### src/rtl/puf_soc_mux_scan.sv
// puf_soc_mux_scan: sequenced N:1 response mux for the PUF array.
// The block selects one channel and waits for it to settle. It then captures the
// channel and hands it downstream over a valid/ready handshake. It works on a
// single channel or sweeps an ascending inclusive channel range.
module puf_soc_mux_scan #(
   parameter  int N_BIT      = 1,
   parameter  int MUX_SZ     = 16,
   parameter  int SETTLE_CYC = 2,
   localparam int SEL_W      = $clog2(MUX_SZ)
) (
   input  logic                    i_clk,
   input  logic                    i_rst,
   input  logic [MUX_SZ*N_BIT-1:0] i_data,
   input  logic                    i_start,
   input  logic                    i_mode,
   input  logic [SEL_W-1:0]        i_sel,
   input  logic [SEL_W-1:0]        i_last,
   input  logic                    i_ready,
   output logic [N_BIT-1:0]        o_data,
   output logic [SEL_W-1:0]        o_sel,
   output logic                    o_valid,
   output logic                    o_busy,
   output logic                    o_done,
   output logic                    o_err
);

   // Settle counter needs at least one bit even when SETTLE_CYC == 1.
   localparam int                CNT_W    = (SETTLE_CYC > 1) ? $clog2(SETTLE_CYC) : 1;
   localparam logic [CNT_W-1:0]  CNT_LOAD = CNT_W'(SETTLE_CYC - 1);
   // One extra bit so that MUX_SZ itself is representable for range checks.
   localparam logic [SEL_W:0]    MUX_LIM  = (SEL_W+1)'(MUX_SZ);

   typedef enum logic [1:0] {
      IDLE   = 2'd0,
      SETTLE = 2'd1,
      HOLD   = 2'd2
   } state_e;

   state_e             state_q, state_d;
   logic [SEL_W-1:0]   cur_q, cur_d;
   logic [SEL_W-1:0]   last_q, last_d;
   logic [CNT_W-1:0]   cnt_q, cnt_d;
   logic [N_BIT-1:0]   data_q, data_d;
   logic [SEL_W-1:0]   sel_q, sel_d;
   logic               valid_q, valid_d;
   logic               busy_q, busy_d;
   logic               done_q, done_d;
   logic               err_q, err_d;
   logic               cfg_bad;

   // Unflatten the input bus into per-channel words.
   logic [N_BIT-1:0]   chan [MUX_SZ];
   for (genvar k = 0; k < MUX_SZ; k++) begin : g_chan
      assign chan[k] = i_data[k*N_BIT +: N_BIT];
   end

   // Start configuration check: the index must be in range, and the sweep must be ascending and in range.
   always_comb begin
      cfg_bad = 1'b0;
      if ({1'b0, i_sel} >= MUX_LIM)
         cfg_bad = 1'b1;
      if (i_mode && (({1'b0, i_last} >= MUX_LIM) || (i_last < i_sel)))
         cfg_bad = 1'b1;
   end

   // Next-state and registered-output logic. The done and err pulses default low every cycle.
   always_comb begin
      state_d = state_q;
      cur_d   = cur_q;
      last_d  = last_q;
      cnt_d   = cnt_q;
      data_d  = data_q;
      sel_d   = sel_q;
      valid_d = valid_q;
      busy_d  = busy_q;
      done_d  = 1'b0;
      err_d   = 1'b0;
      case (state_q)
         IDLE: begin
            if (i_start) begin
               if (cfg_bad) begin
                  err_d = 1'b1;
               end else begin
                  cur_d   = i_sel;
                  last_d  = i_mode ? i_last : i_sel;
                  cnt_d   = CNT_LOAD;
                  busy_d  = 1'b1;
                  state_d = SETTLE;
               end
            end
         end
         SETTLE: begin
            if (cnt_q != '0) begin
               cnt_d = cnt_q - CNT_W'(1);
            end else begin
               data_d  = chan[cur_q];
               sel_d   = cur_q;
               valid_d = 1'b1;
               state_d = HOLD;
            end
         end
         HOLD: begin
            // Captured data is frozen here, so i_data may change freely.
            if (i_ready) begin
               valid_d = 1'b0;
               if (cur_q != last_q) begin
                  cur_d   = cur_q + SEL_W'(1);
                  cnt_d   = CNT_LOAD;
                  state_d = SETTLE;
               end else begin
                  busy_d  = 1'b0;
                  done_d  = 1'b1;
                  state_d = IDLE;
               end
            end
         end
         default: begin
            state_d = IDLE;
         end
      endcase
   end

   // State and output registers with synchronous reset that clears everything.
   always_ff @(posedge i_clk) begin
      if (i_rst) begin
         state_q <= IDLE;
         cur_q   <= '0;
         last_q  <= '0;
         cnt_q   <= '0;
         data_q  <= '0;
         sel_q   <= '0;
         valid_q <= 1'b0;
         busy_q  <= 1'b0;
         done_q  <= 1'b0;
         err_q   <= 1'b0;
      end else begin
         state_q <= state_d;
         cur_q   <= cur_d;
         last_q  <= last_d;
         cnt_q   <= cnt_d;
         data_q  <= data_d;
         sel_q   <= sel_d;
         valid_q <= valid_d;
         busy_q  <= busy_d;
         done_q  <= done_d;
         err_q   <= err_d;
      end
   end

   assign o_data  = data_q;
   assign o_sel   = sel_q;
   assign o_valid = valid_q;
   assign o_busy  = busy_q;
   assign o_done  = done_q;
   assign o_err   = err_q;

endmodule

### config.mk
export PLATFORM = sky130hd
export DESIGN_NAME = puf_soc_mux_scan
export DESIGN_NICKNAME = d
export VERILOG_FILES = /design/src/rtl/puf_soc_mux_scan.sv
export SDC_FILE = /design/constraint.sdc
export NUM_CORES = 1
export LEC_CHECK = 0
export ABC_AREA = 0
export BUFFER_PORTS_ARGS = -buffer_cell sky130_fd_sc_hd__buf_4
export CELL_PAD_IN_SITES_DETAIL_PLACEMENT = 1
export CELL_PAD_IN_SITES_GLOBAL_PLACEMENT = 1
export CORE_MARGIN = 3
export CORE_UTILIZATION = 35
export CTS_CLUSTER_SIZE = 20
export DETAILED_ROUTE_END_ITERATION = 8
export GPL_TIMING_DRIVEN = 0
export PLACE_DENSITY = 0.83
export SLEW_MARGIN = 20
export SYNTH_ARGS = -nofsm -noshare
export SYNTH_HDL_FRONTEND = slang
export SYNTH_SLANG_ARGS = --single-unit
### constraint.sdc
create_clock -name i_clk -period 3.75 [get_ports i_clk]
set_clock_uncertainty 0.2 [all_clocks]
set_input_delay 0.1875 -clock i_clk [delete_from_list [all_inputs] [get_ports i_clk]]
set_output_delay 0.1875 -clock i_clk [all_outputs]
set_load 0.005 [all_outputs]
==> impl_results.md <==
* Status: finished clean
* Top-area cell type share of the netlist area at 0.315
* First-pass GRT wire length at 5890 um
* Final Slew Violations at 0
* Drt drc at 0
* FF-to-FF Start: cur_q[0]
* CTS tree: done
* WP data required at 3750 ps
* Setup violators final at 0
* Yosys cell types at 44
* CP startpoint: cur_q[0]
* Initial antenna violation count at 0
* Vias in the first global route at 1,237
* I/O pins at 38
* Largest net degree at the start of global routing at 13
* CTS buffer count at 3
* Dpl cells at 216
* Hold path cells at 3
* Number of synthesized flops with an enable pin at 0
* Antenna-violating nets left at 0
* Period utilization at 0.498
* Tot Pwr at roughly 0.60 mW
* Final GP Congestion at ~0.8
* Most frequent cells after synthesis: dfxtp_1 (20), nor2_1 (13), a21oi_1 (12), mux2i_1 (9), inv_1 (6)
* DIE HEIGHT at 66.2 um
* H-tree lvl count at 1
* Post-DP HPWL at 2770 um
* Synth Warn # at 0
* TritonRoute pass-1 iters at 4
* CP Launch Type: register
* CP Depth at 5
* Initial Util at 0.372
* CP Capture Type: register
* Fraction of layout cells with a size suffix above 1 at 0.331
* Crit Path Category: reg -> reg
* Ant diodes at 0
* Worst path max stage delay at roughly 490 ps
* I/O Buffers at 36
* Max-Cap Viols at 0
* Count leader, synth: dfxtp_1
* Peak Freq at 535 MHz
* Grt ovf at 0
* Die Wd at roughly 66 um
* Worst min-delay path category: in -> reg
* Placed Area at about 0.0016 mm2
* Drt via density at a little over 5
* Worst Hold Endpoint: cur_q[2]
* Post-Syn Area per Cell at 9.48 um2
* VDD IR max at 0.326 mV
* Final WL at 3580 um
* R2R cell count at 5
* Cell Area, Synth at 0.00127 mm2
* RSZ-0062 raised after global routing: false
* Count of final hold-check violations at 0
* # rows at 21
* Number of synthesized register bits at 20
* Worst-Skew Late Latency at 310 ps
* Sequential share of the synthesized area at 0.315
* Starting DRT DRC Count at 49
* Wirelength per Cell at around 16 um
* Worst Path Max Fanout at 10
* DR vias at ~1,100
* Critical Path AT at between 1500 and 2000 ps
* Synthesis-to-finish area growth at 30.7%
* Post-Layout Cell Count at 221
* Area of the core at 0.00342 mm2
* Syn Inst Count at 134
* Ranking of synthesized cells by area: dfxtp_1 (32%), mux2i_1 (7.1%), a21oi_1 (4.7%)
* Clk sinks at 20
* Pre-CTS setup slack at ~1800 ps
* Relative slew slack at 0.687
* Worst hold path startpoint: i_sel[2]
* Clock transition at path regs at between 100 and 150 ps
* Post-route setup slack at 1880 ps
* Slew of the pin with the lowest slew margin at 470 ps
* Clock tree root buffer cell: clkbuf_4
* Reg2reg end: o_data
* CTS max path bufs at 2
* Post-layout net count at 209
* Setup TNS at 0 ps
* Top FF cell, synth: dfxtp_1
* Pwr dens at 362 mW/mm2
* Leakage power at between 0.7 and 0.8 nW
* Bufs and invs on worst path at 1
* Die footprint at 0.00439 mm2
* Setup Buffers After CTS at 0
* Worst R2R Setup Slack at 1880 ps
* Final min period at 1870 ps
* Critical-path cell list: buf_6, mux2_1, nor3b_1, nor3_1, a211o_1
* Final instance area at 0.00166 mm2
* CP delay by family, top: flip-flops
* Slowest-stage cell, CP: dfxtp_1
* Syn nets at 167
* Gr usage total at 0.174
* Async S/R FF share, synth at 0
* Biggest area consumer among synthesized cells: dfxtp_1
## layer usage
layer | up-vias | routed length, um | share of wire | track usage
met4 | 0 | 30 | 0.0084 | 0.0381
met1 | 553 | 1470 | 0.41 | 0.201
met5 | - | 0 | 0 | 0
li1 | 574 | - | - | -
met3 | 4 | 93 | 0.026 | 0.0323
met2 | 16 | 1990 | 0.55 | 0.327
## cells by family (layout without fill, tap and decap cells)
kind of cell	Yosys count	after routing	share of synthesized area
buf+inv	17	58	0.0857
fa+ha+maj	4	4	0.0394
xor+xnor	4	4	0.0276
mux	13	13	0.127
simple gates	43	43	0.188
flops	20	20	0.315
compound gates	33	33	0.217
## sequential cells by signal, indices dropped and copies added, names as in the netlist
signal   count
o_busy       1
state_q      2
o_valid      1
o_done       1
o_data       1
cnt_q        1
last_q       4
o_err        1
cur_q        4
o_sel        4
## what timing repair did
action,in CTS,in global routing
endpoints found under the hold margin,1,0
hold buffers,1,0
endpoints found under the setup margin,0,0
resized for setup,0,0
## placed cells by master, fill, tap and decap left out, drive strengths merged
cell | synthesis | routed
mux2 | 2 | 2
nand3b | 1 | 1
mux4 | 2 | 2
o41ai | 1 | 1
nand2b | 4 | 4
o211ai | 2 | 2
ha | 4 | 4
xnor2 | 4 | 4
or2b | 1 | 1
bufinv | 0 | 1
a22oi | 1 | 1
nor3 | 5 | 5
o21ai | 2 | 2
or3b | 1 | 1
o2111ai | 1 | 1
a21o | 2 | 2
dlygate4sd3 | 0 | 1
o31ai | 1 | 1
dfxtp | 20 | 20
a211oi | 2 | 2
a211o | 1 | 1
nand3 | 2 | 2
inv | 7 | 7
a2111oi | 1 | 1
a21oi | 12 | 12
nand4 | 1 | 1
nand2 | 5 | 5
buf | 5 | 41
nor3b | 4 | 4
clkbuf | 5 | 8
a221o | 3 | 3
a311oi | 4 | 4
mux2i | 9 | 9
and3 | 1 | 1
nor2 | 13 | 13
nor2b | 2 | 2
and2b | 1 | 1
and2 | 1 | 1
or3 | 1 | 1
## per-stage QoR
step | hold slack (ps) | utilization
final | 44.3 | 0.486
after global routing | 41.2 | 0.486
after CTS | 40.4 | 0.486
after detailed placement | 297 | 0.468
after global placement | 273 | 0.468
after floorplan | 171 | -
## how the worst max path moves through the flow
stage,endpoint,slack (ps)
6_report,o_data,1880
5_1_grt,o_data,1770
4_1_cts,o_data,1850
3_5_place_dp,cur_q[1],1850
3_3_place_gp,cur_q[1],1880
2_1_floorplan,o_data,2070
## cell type report
| cell class | count | area [um2] |
|---|---|---|
| repair buffers | 37 | 280 |
| clock buffers | 3 | 22.5 |
| plain buffers | 10 | 82.6 |
| well taps | 46 | 57.6 |
| fillers | 412 | 1760 |
| inverters | 7 | 26.3 |
| multi-input cells | 97 | 761 |
| flip-flops and latches | 20 | 400 |
| clock inverters | 1 | 30.0 |
## worst min-delay path, delay by kind of cell
family	cells	cell delay, ps
AOI/OAI and AO/OA	2	210
buffers and inverters	1	120
## power breakdown
group | total (mW) | internal, mW | switching (mW) | leakage (nW)
clock | 0.180 | 0.108 | 0.0717 | 0.0279
combinational | 0.177 | 0.0884 | 0.0885 | 0.516
sequential | 0.244 | 0.230 | 0.0143 | 0.164
total | 0.601 | 0.426 | 0.175 | 0.708
Power figures use the tool's default switching activity.
